===== src/rtl/packet_port_allocator_pkg.sv =====
// Shared flit-type codes and FSM state encoding for the per-output-port allocator.
package packet_port_allocator_pkg;

    localparam logic [2:0] FLIT_HEADER = 3'b001;
    localparam logic [2:0] FLIT_BODY   = 3'b010;
    localparam logic [2:0] FLIT_TAIL   = 3'b100;

    typedef enum logic {
        IDLE   = 1'b0,
        ACTIVE = 1'b1
    } state_t;

endpackage


===== src/rtl/packet_port_allocator_rr_pick.sv =====
// Round-robin picker: rotates the eligible vector so the input after
// last_winner sits at bit 0, priority-encodes the lowest set bit, then
// rotates the result back into a one-hot winner.
module packet_port_allocator_rr_pick #(
    parameter int NUM_REQ = 4,
    parameter int PTR_W   = (NUM_REQ > 1) ? $clog2(NUM_REQ) : 1
) (
    input  logic [NUM_REQ-1:0] eligible,
    input  logic [PTR_W-1:0]   last_winner,
    output logic [NUM_REQ-1:0] winner,
    output logic               valid
);

    logic [NUM_REQ-1:0] rotated;
    logic [PTR_W-1:0]   pos;

    // Index of the input that is 'offset' places past 'base', modulo NUM_REQ.
    function automatic logic [PTR_W-1:0] wrap_idx(input logic [PTR_W-1:0] base, input int offset);
        return PTR_W'((int'(base) + offset) % NUM_REQ);
    endfunction

    // Rotate so that the highest-priority input (last_winner+1) lands on bit 0.
    always_comb begin
        rotated = '0;
        for (int k = 0; k < NUM_REQ; k++) begin
            rotated[k] = eligible[wrap_idx(last_winner, k + 1)];
        end
    end

    // Lowest set bit of the rotated vector is the winner's rotated position.
    always_comb begin
        pos   = '0;
        valid = |rotated;
        for (int k = NUM_REQ - 1; k >= 0; k--) begin
            if (rotated[k]) begin
                pos = PTR_W'(k);
            end
        end
    end

    // Rotate the winning position back into absolute input numbering.
    always_comb begin
        winner = '0;
        if (valid) begin
            winner[wrap_idx(last_winner, int'(pos) + 1)] = 1'b1;
        end
    end

endmodule


===== src/rtl/packet_port_allocator.sv =====
// Wormhole allocator for one router output port: grants the port round-robin
// to an input presenting a header flit and holds it for the packet's length.
module packet_port_allocator
    import packet_port_allocator_pkg::*;
#(
    parameter int NUM_REQ = 4,
    parameter int LEN_W   = 12
) (
    input  logic                     clk,
    input  logic                     rst,
    input  logic [NUM_REQ-1:0]       req,
    input  logic [NUM_REQ-1:0]       empty,
    input  logic [3*NUM_REQ-1:0]     flit_id,
    input  logic [LEN_W*NUM_REQ-1:0] length,
    input  logic                     dcts,
    output logic [NUM_REQ-1:0]       grant,
    output logic [NUM_REQ-1:0]       sel,
    output logic                     busy,
    output logic                     pkt_done
);

    localparam int PTR_W = (NUM_REQ > 1) ? $clog2(NUM_REQ) : 1;

    state_t             state, state_next;
    logic [NUM_REQ-1:0] sel_next;
    logic [PTR_W-1:0]   last_winner, last_winner_next;
    logic [LEN_W-1:0]   remaining, remaining_next;
    logic               pkt_done_next;

    logic [NUM_REQ-1:0] eligible;
    logic [NUM_REQ-1:0] winner;
    logic               win_valid;
    logic [LEN_W-1:0]   winner_len;
    logic [PTR_W-1:0]   owner_idx;
    logic               owner_ready;

    // An input competes only when it routes here and has a header at its FIFO head.
    always_comb begin
        eligible = '0;
        for (int i = 0; i < NUM_REQ; i++) begin
            eligible[i] = req[i] & ~empty[i] & (flit_id[3*i +: 3] == FLIT_HEADER);
        end
    end

    packet_port_allocator_rr_pick #(
        .NUM_REQ (NUM_REQ),
        .PTR_W   (PTR_W)
    ) u_rr_pick (
        .eligible    (eligible),
        .last_winner (last_winner),
        .winner      (winner),
        .valid       (win_valid)
    );

    // Select the length field of the winning input (winner is one-hot).
    always_comb begin
        winner_len = '0;
        for (int i = 0; i < NUM_REQ; i++) begin
            if (winner[i]) begin
                winner_len = length[LEN_W*i +: LEN_W];
            end
        end
    end

    // Binary index of the current owner, used to advance the round-robin pointer.
    always_comb begin
        owner_idx = '0;
        for (int i = 0; i < NUM_REQ; i++) begin
            if (sel[i]) begin
                owner_idx = PTR_W'(i);
            end
        end
    end

    // A flit moves only when downstream has room and the owner's FIFO has data.
    always_comb begin
        owner_ready = dcts & ~(|(sel & empty));
        grant       = (state == ACTIVE) ? (sel & {NUM_REQ{owner_ready}}) : '0;
    end

    assign busy = (state == ACTIVE);

    // Next-state logic: claim the port on a header, count flits, release on the last one.
    always_comb begin
        state_next       = state;
        sel_next         = sel;
        last_winner_next = last_winner;
        remaining_next   = remaining;
        pkt_done_next    = 1'b0;
        case (state)
            IDLE: begin
                if (win_valid) begin
                    state_next     = ACTIVE;
                    sel_next       = winner;
                    remaining_next = (winner_len == '0) ? LEN_W'(1) : winner_len;
                end
            end
            ACTIVE: begin
                if (|grant) begin
                    remaining_next = remaining - LEN_W'(1);
                    if (remaining == LEN_W'(1)) begin
                        state_next       = IDLE;
                        sel_next         = '0;
                        last_winner_next = owner_idx;
                        pkt_done_next    = 1'b1;
                    end
                end
            end
            default: begin
                state_next = IDLE;
                sel_next   = '0;
            end
        endcase
    end

    // State, ownership, pointer and flit counter registers.
    always_ff @(posedge clk or posedge rst) begin
        if (rst) begin
            state       <= IDLE;
            sel         <= '0;
            last_winner <= PTR_W'(NUM_REQ - 1);
            remaining   <= '0;
            pkt_done    <= 1'b0;
        end else begin
            state       <= state_next;
            sel         <= sel_next;
            last_winner <= last_winner_next;
            remaining   <= remaining_next;
            pkt_done    <= pkt_done_next;
        end
    end

endmodule


===== config.mk =====
export PLATFORM = sky130hd
export DESIGN_NAME = packet_port_allocator
export DESIGN_NICKNAME = d
export VERILOG_FILES = /design/src/rtl/packet_port_allocator_pkg.sv /design/src/rtl/packet_port_allocator_rr_pick.sv /design/src/rtl/packet_port_allocator.sv
export SDC_FILE = /design/constraint.sdc
export NUM_CORES = 1
export LEC_CHECK = 0
export CAP_MARGIN = 0
export CORE_MARGIN = 8
export CORE_UTILIZATION = 44
export DETAILED_ROUTE_END_ITERATION = 7
export PLACE_DENSITY = 0.92
export SETUP_SLACK_MARGIN = 0.2
export SYNTH_ARGS = -nofsm -noshare
export SYNTH_HDL_FRONTEND = slang
export SYNTH_SLANG_ARGS = --single-unit

===== constraint.sdc =====
create_clock -name clk -period 3.7 [get_ports clk]
set_input_delay 0.555 -clock clk [delete_from_list [all_inputs] [get_ports clk]]
set_output_delay 0.555 -clock clk [all_outputs]
set_load 0.05 [all_outputs]

Yosys cells after proc, flatten, opt, wreduce, memory -nomap -nowiden:

Index checks and enable logic that the tools add are counted.

* logic and storage cells: 89
* output and inout bits: 10
* flip-flop bits (word level): 20

* multiplexer cells: 38
* bitwise operators: 17
* reductions and logical operators: 8
* equal/unequal tests: 8
* magnitude comparators: 6
* $add $sub $neg: 7

Operator list (number)
* two-way mux 12 bit: 7
* one-hot mux 12 bit (2 select lines): 1
* two-way mux 4 bit: 5
* less-than comparator 2 x 3 -> 1 bit (second input constant): 5
* == test 12 x 1 -> 1 bit (second input constant): 1
* == test 3 x 1 -> 1 bit (second input constant): 4
* zero test 12 bit: 1
* two-way mux 1 bit: 12
* two-way mux 2 bit: 6
* OR reduction 4 bit: 3
* subtractor 12 x 1 -> 12 bit (second input constant): 1
* bitwise AND 1 bit: 9
* bitwise AND 4 bit: 2
* binary-select mux 1 bit (select 2 bit): 4
* one-hot mux 4 bit (2 select lines): 1
* adder 2 x 1 -> 2 bit (second input constant): 3
* != test 2 x 1 -> 1 bit (second input constant): 3
* inverter 1 bit: 6
* AND reduction 3 bit: 2
* adder 2 bit (second input constant): 2
* adder 2 bit: 1
* demux 1 bit (select 2 bit): 1
* greater-or-equal comparator 2 x 1 -> 1 bit (second input constant): 1
* one-hot mux 1 bit (2 select lines): 1
* other kinds (2): 2

Logic depth before layout (Yosys ltp):

* depth after elaboration: 24
* depth in mapped cells: 16
* gate-level depth less buffers: 14

Cells and area by module:

Synthesis repeated with hierarchy kept, for this count alone.

* cells, all modules: 257
* area, all modules: 2001.9 um^2

Modules (own cells, without submodules)
* packet_port_allocator: area an instance 1745.4 um^2, cells each 218, times used 1
* packet_port_allocator_rr_pick: area an instance 256.5 um^2, cells each 39, times used 1

Worst setup path after synthesis:

No wires, ideal clock.

* path kind: input -> register
* start: input port empty[2]
* end: register remaining[0]
* cell stages on the path: 14
* data arrival time: 3.277 ns
* path slack: 0.358 ns
* required time: 3.635 ns
* cells stage by stage: nor4b_4 nand2_2 a311oi_1 a21oi_1 nor3_1 ha_1 buf_4 clkbuf_1 mux2_2 mux4_2 o211ai_1 nand2_1 nor4_2 a31o_1

* cells in the longest elaborated chain, start to end: 24
* elaborated cells on any way between the ends: 42

RTL lines
* start: declaration: RTL line packet_port_allocator.sv:12 `input logic [NUM_REQ-1:0] empty,`
* inverter 1 bit: RTL line packet_port_allocator.sv:41 `eligible[i] = req[i] & ~empty[i] & (flit_id[3*i +: 3] == FLIT_HEADER);`
* bitwise AND 1 bit (2 in a row): RTL line packet_port_allocator.sv:41
* binary-select mux 1 bit (select 2 bit): RTL line packet_port_allocator_rr_pick.sv:26 `rotated[k] = eligible[wrap_idx(last_winner, k + 1)];`
* two-way mux 1 bit (implied by the code): RTL line packet_port_allocator_rr_pick.sv:26
* two-way mux 2 bit (4 in a row): RTL line packet_port_allocator_rr_pick.sv:35 `if (rotated[k]) begin`
* adder 2 x 1 -> 2 bit: RTL line packet_port_allocator_rr_pick.sv:45 `winner[wrap_idx(last_winner, int'(pos) + 1)] = 1'b1;`
* adder 2 bit: RTL line packet_port_allocator_rr_pick.sv:19 `return PTR_W'((int'(base) + offset) % NUM_REQ);`
* less-than comparator 2 x 3 -> 1 bit (implied by the code) / greater-or-equal comparator 2 x 1 -> 1 bit (equally long branches): RTL line packet_port_allocator_rr_pick.sv:45
* logical AND 1 bit (implied by the code): RTL line packet_port_allocator_rr_pick.sv:45
* two-way mux 1 bit (implied by the code): RTL line packet_port_allocator_rr_pick.sv:45
* demux 1 bit (select 2 bit)
* two-way mux 4 bit: RTL line packet_port_allocator_rr_pick.sv:44 `if (valid) begin`
* two-way mux 12 bit (4 in a row): RTL line packet_port_allocator.sv:59 `if (winner[i]) begin`
* zero test 12 bit: RTL line packet_port_allocator.sv:95 `remaining_next = (winner_len == '0) ? LEN_W'(1) : winner_len;`
* two-way mux 12 bit: RTL line packet_port_allocator.sv:95
* two-way mux 12 bit: RTL line packet_port_allocator.sv:92 `if (win_valid) begin`
* one-hot mux 12 bit (2 select lines): RTL line packet_port_allocator.sv:90 `case (state)`
* end signal: assignment: RTL line packet_port_allocator.sv:128 `remaining <= remaining_next;`
* end: declaration: RTL line packet_port_allocator.sv:27 `logic [LEN_W-1:0] remaining, remaining_next;`

Parallel ways exist; a longest one is shown, timed or not. The select of a mux whose other input is x is not followed.
A chain may end at the register's enable or synchronous reset.

Worst setup path in the final report:

* start: input port empty[0]
* end: register remaining[0]

The elaborated chain is that of the path after synthesis.

==> results summary <==
The starting DRC count in detailed routing is 175. The setup slack of the critical path after layout came out at 0.276 ns. The clock latency reported for the late side of the worst-skew pair is 0.26 ns.

The number of top-level pins came out at 81. The final global-route overflow total is 0. The count of endpoints failing hold in the final timing report is 0. The top achievable clock speed came out at 292 MHz. Before CTS, the worst setup slack after placement is -0.217 ns. The share of the clock period used by the worst path after layout came out at 92.5%. Summing over every cut layer, the via total after detailed routing is 2390.

The clock edge transition at the registers on the reported setup and hold paths is 0.07 ns. The number of synthesized register bits came out at 20. The total power divided by cell area came out at 471 nW/um2.

The overall power is 1490 uW. The total wire length is 7.32 mm. In the synthesized netlist the async set-or-reset flop fraction comes to 100%. The leakage power of the design is 0.00128 uW.

The total setup violations reported at the end of the flow came out at 0. The count of input and output buffers came out at 80. The filler cells instantiated in the layout total 337. The residual DRC count came out at 0. The final weighted congestion in routability-driven placement is 0.902. On the critical path, the stage with the largest delay is an instance of sky130_fd_sc_hd__a21oi_4. Across the routed clock network, the largest skew measured is 0.00313 ns. TritonCTS built the clock tree.

The worst setup path is launched from an input pin. The first detailed-routing pass took 5 iterations. Dividing the detail-routed wire length by the instance count gives 18.9 um.

The cell area after layout came out at 3160 um2. The count of mapped cells out of synthesis is 236. The x dimension of the die is 83.5 um. The placement row count is 24. The starting density of the core is 45.8%. The maximum buffer depth of the clock tree is 2. The number of buffers inserted by hold repair at cts is 0.

The area after detailed placement is 2960 um2. The flow ran to the end, and the final reports show no timing, DRC or antenna violations. The global-route total usage across every layer came out at 18.9%.

Across the VDD grid, the largest voltage drop is 367 uV. The largest net degree at the start of global routing is 21. In this run the worst hold path is classified as reg -> reg.

The combined area of all synthesized cells came out at 2010 um2. Clock tree synthesis selected as its root buffer the cell sky130_fd_sc_hd__clkbuf_8. The setup path with the least slack is of type in -> reg. In this run the number of H-tree levels came out at 1.

Clock tree synthesis inserted a total of 3 buffers. The largest single stage delay on the critical path is 0.49 ns. The most used flip-flop cell after synthesis is sky130_fd_sc_hd__dfrtp_1. The critical path endpoint category is a flip-flop. The setup slack of the most critical reg-to-reg path is 0.72 ns. Max-cap violations in this run came to 0. The count of synthesis-stage warnings from yosys came out at 0.

The vias per cell came out at 6.18. Setup repair after global routing left no endpoint under its margin. The final number of max-transition violations is 0. 0 antenna diodes ended up in the layout. The final net count came out at 410.

The number of sinks driven by the clock tree is 20. The area inside the core boundary is 4380 um2. The number of antenna violations at the first check in global routing is 0. The top cell types in the final layout, fill and taps aside, are sky130_fd_sc_hd__clkdlybuf4s50_1 (76), sky130_fd_sc_hd__buf_4 (25), sky130_fd_sc_hd__nand2_1 (24). The relative slew slack is 47.6%. Data on the critical path is required at its endpoint by 3.90 ns. The number of enable-type register cells in the synthesized netlist is 0.

When the netlist entered floorplanning its net count stood at 310. The number of different library cells used by synthesis comes to 68. The data arrival time of the worst path came out at 3.63 ns.

The signal on the critical path passes through clkdlybuf4s50_1, nor2_2, nand3_2, buf_4, a21oi_1, o32ai_2, a21oi_4, xnor2_4, mux2_4, o211a_1, nor4_2, a31o_1. The worst hold slack across all endpoints came out at 0.537 ns. The number of global-route vias before repair came to 2339.

The pin slew with the least headroom to its limit came out at 0.784 ns. The synthesis-to-finish area growth came out at 57.7%. The fraction of layout instances using a drive strength above 1 came out at 22.7%. The die is 83.5 um tall. The overall die area came out at 6980 um2. The average instance in the mapped netlist occupies 8.50 um2. Summed over all nets, the half-perimeter wirelength after detailed placement is 5.53 mm.

The wire length of the first global-routing pass came out at 11.2 mm. The antenna violation net count after detailed routing is 0. Leaving out fill and tap cells, the most frequent cell in the layout is sky130_fd_sc_hd__clkdlybuf4s50_1. The fraction of the yosys area taken by sequential cells is 25.1%. The post-layout minimum cycle time came out at 3.42 ns. The highest fanout seen on the critical path is 10.
[layer usage]
| layer | share of wire [%] | vias up | track usage [%] |
|---|---|---|---|
| li1 | - | 1098 | - |
| met1 | 39 | 1127 | 22.7 |
| met2 | 50 | 144 | 33.1 |
| met3 | 8.8 | 21 | 4.39 |
| met4 | 2.6 | 0 | 4.40 |
| met5 | 0 | - | 0 |
[what timing repair did]
item	CTS	global route
resized for setup	12	16
endpoints found under the setup margin	6	11
endpoints found under the hold margin	0	0
pin swaps	12	11
buffers inserted	5	1
cloned	0	0
[Yosys cell counts, types with 2 or more instances]
cell | count | area (um2)
sky130_fd_sc_hd__a222oi_1 | 2 | 20.0
sky130_fd_sc_hd__a21o_1 | 5 | 37.5
sky130_fd_sc_hd__a31oi_1 | 2 | 12.5
sky130_fd_sc_hd__dfstp_2 | 2 | 52.6
sky130_fd_sc_hd__a21oi_1 | 14 | 70.1
sky130_fd_sc_hd__and2_1 | 4 | 25.0
sky130_fd_sc_hd__and3_1 | 5 | 31.3
sky130_fd_sc_hd__dfrtp_1 | 18 | 450
sky130_fd_sc_hd__ha_1 | 3 | 37.5
sky130_fd_sc_hd__nand2_1 | 24 | 90.1
sky130_fd_sc_hd__or3_1 | 4 | 25.0
sky130_fd_sc_hd__o221ai_1 | 4 | 35.0
sky130_fd_sc_hd__o41ai_1 | 2 | 17.5
sky130_fd_sc_hd__clkbuf_1 | 6 | 22.5
sky130_fd_sc_hd__o211ai_1 | 6 | 45.0
sky130_fd_sc_hd__a2111oi_0 | 2 | 17.5
sky130_fd_sc_hd__nand2b_1 | 4 | 25.0
sky130_fd_sc_hd__buf_4 | 2 | 15.0
sky130_fd_sc_hd__mux4_2 | 3 | 67.6
sky130_fd_sc_hd__o21ai_0 | 12 | 60.1
sky130_fd_sc_hd__nor3_1 | 10 | 50.1
sky130_fd_sc_hd__nor2b_1 | 3 | 18.8
sky130_fd_sc_hd__buf_6 | 2 | 22.5
sky130_fd_sc_hd__mux2i_1 | 9 | 90.1
sky130_fd_sc_hd__mux2_2 | 8 | 90.1
sky130_fd_sc_hd__or2_2 | 4 | 25.0
sky130_fd_sc_hd__inv_1 | 8 | 30.0
sky130_fd_sc_hd__nor2_1 | 18 | 67.6
sky130_fd_sc_hd__buf_2 | 2 | 10.0
sky130_fd_sc_hd__nand3_1 | 10 | 50.1
[worst max-delay path: cells and delay by family]
| family | cells | cell delay [ns] |
|---|---|---|
| AOI/OAI and AO/OA | 5 | 1.26 |
| xor gates and xnor gates | 1 | 0.21 |
| buffers and inverters | 2 | 0.63 |
| muxes | 1 | 0.33 |
| and+or+nand+nor | 3 | 0.63 |
[metrics by stage]
stage / setup TNS, ns / cells / utilization [%]
2_1_floorplan: 0 / 236 / -
5_1_grt: 0 / 387 / 72.2
3_3_place_gp: -0.202 / 377 / 67.6
6_report: 0 / 387 / 72.2
4_1_cts: 0 / 386 / 70.3
3_5_place_dp: -0.939 / 377 / 67.6
[where the power goes]
group          switching (uW)  internal (uW)  leakage, uW
clock network            72.6           76.7    0.0000228
registers                81.8            288     0.000241
logic                     501            471      0.00102
total                     656            836      0.00128
[logic make-up (layout without fill, tap and decap cells)]
group	count (synthesis)	count (layout)	synth area share, %
mux	22	22	14.4
xor+xnor	1	1	1.37
flops	20	20	25.1
buf+inv	21	120	5.17
simple gates	96	96	25.5
compound gates	73	73	26.6
fa+ha+maj	3	3	1.87
[cell type report]
type	instances	area, um2	area share (%)
inverter	8	30.0	0.949
clock buffer	4	45.0	1.42
timing repair buffer	108	1020	32.3
multi-input combinational	195	1500	47.3
tap	52	65.1	2.06
sequential	20	503	15.9
[sequential cells by signal (all words and copies together), names as in the netlist]
signal / cells
busy: 1
last_winner: 2
pkt_done: 1
remaining: 12
sel: 4
[path summary, 6_finish.rpt]
check,from,endpoint,cells after the start
worst max register to register,last_winner[0],remaining[0],11
worst min-delay path,remaining[10],remaining[10],1
worst max-delay path,empty[0],remaining[0],12
min in group asynchronous,rst,remaining[0],2
worst min register to register,remaining[10],remaining[10],1
max in group asynchronous,rst,remaining[9],2
Note: power is estimated with default switching activity, not from simulation.
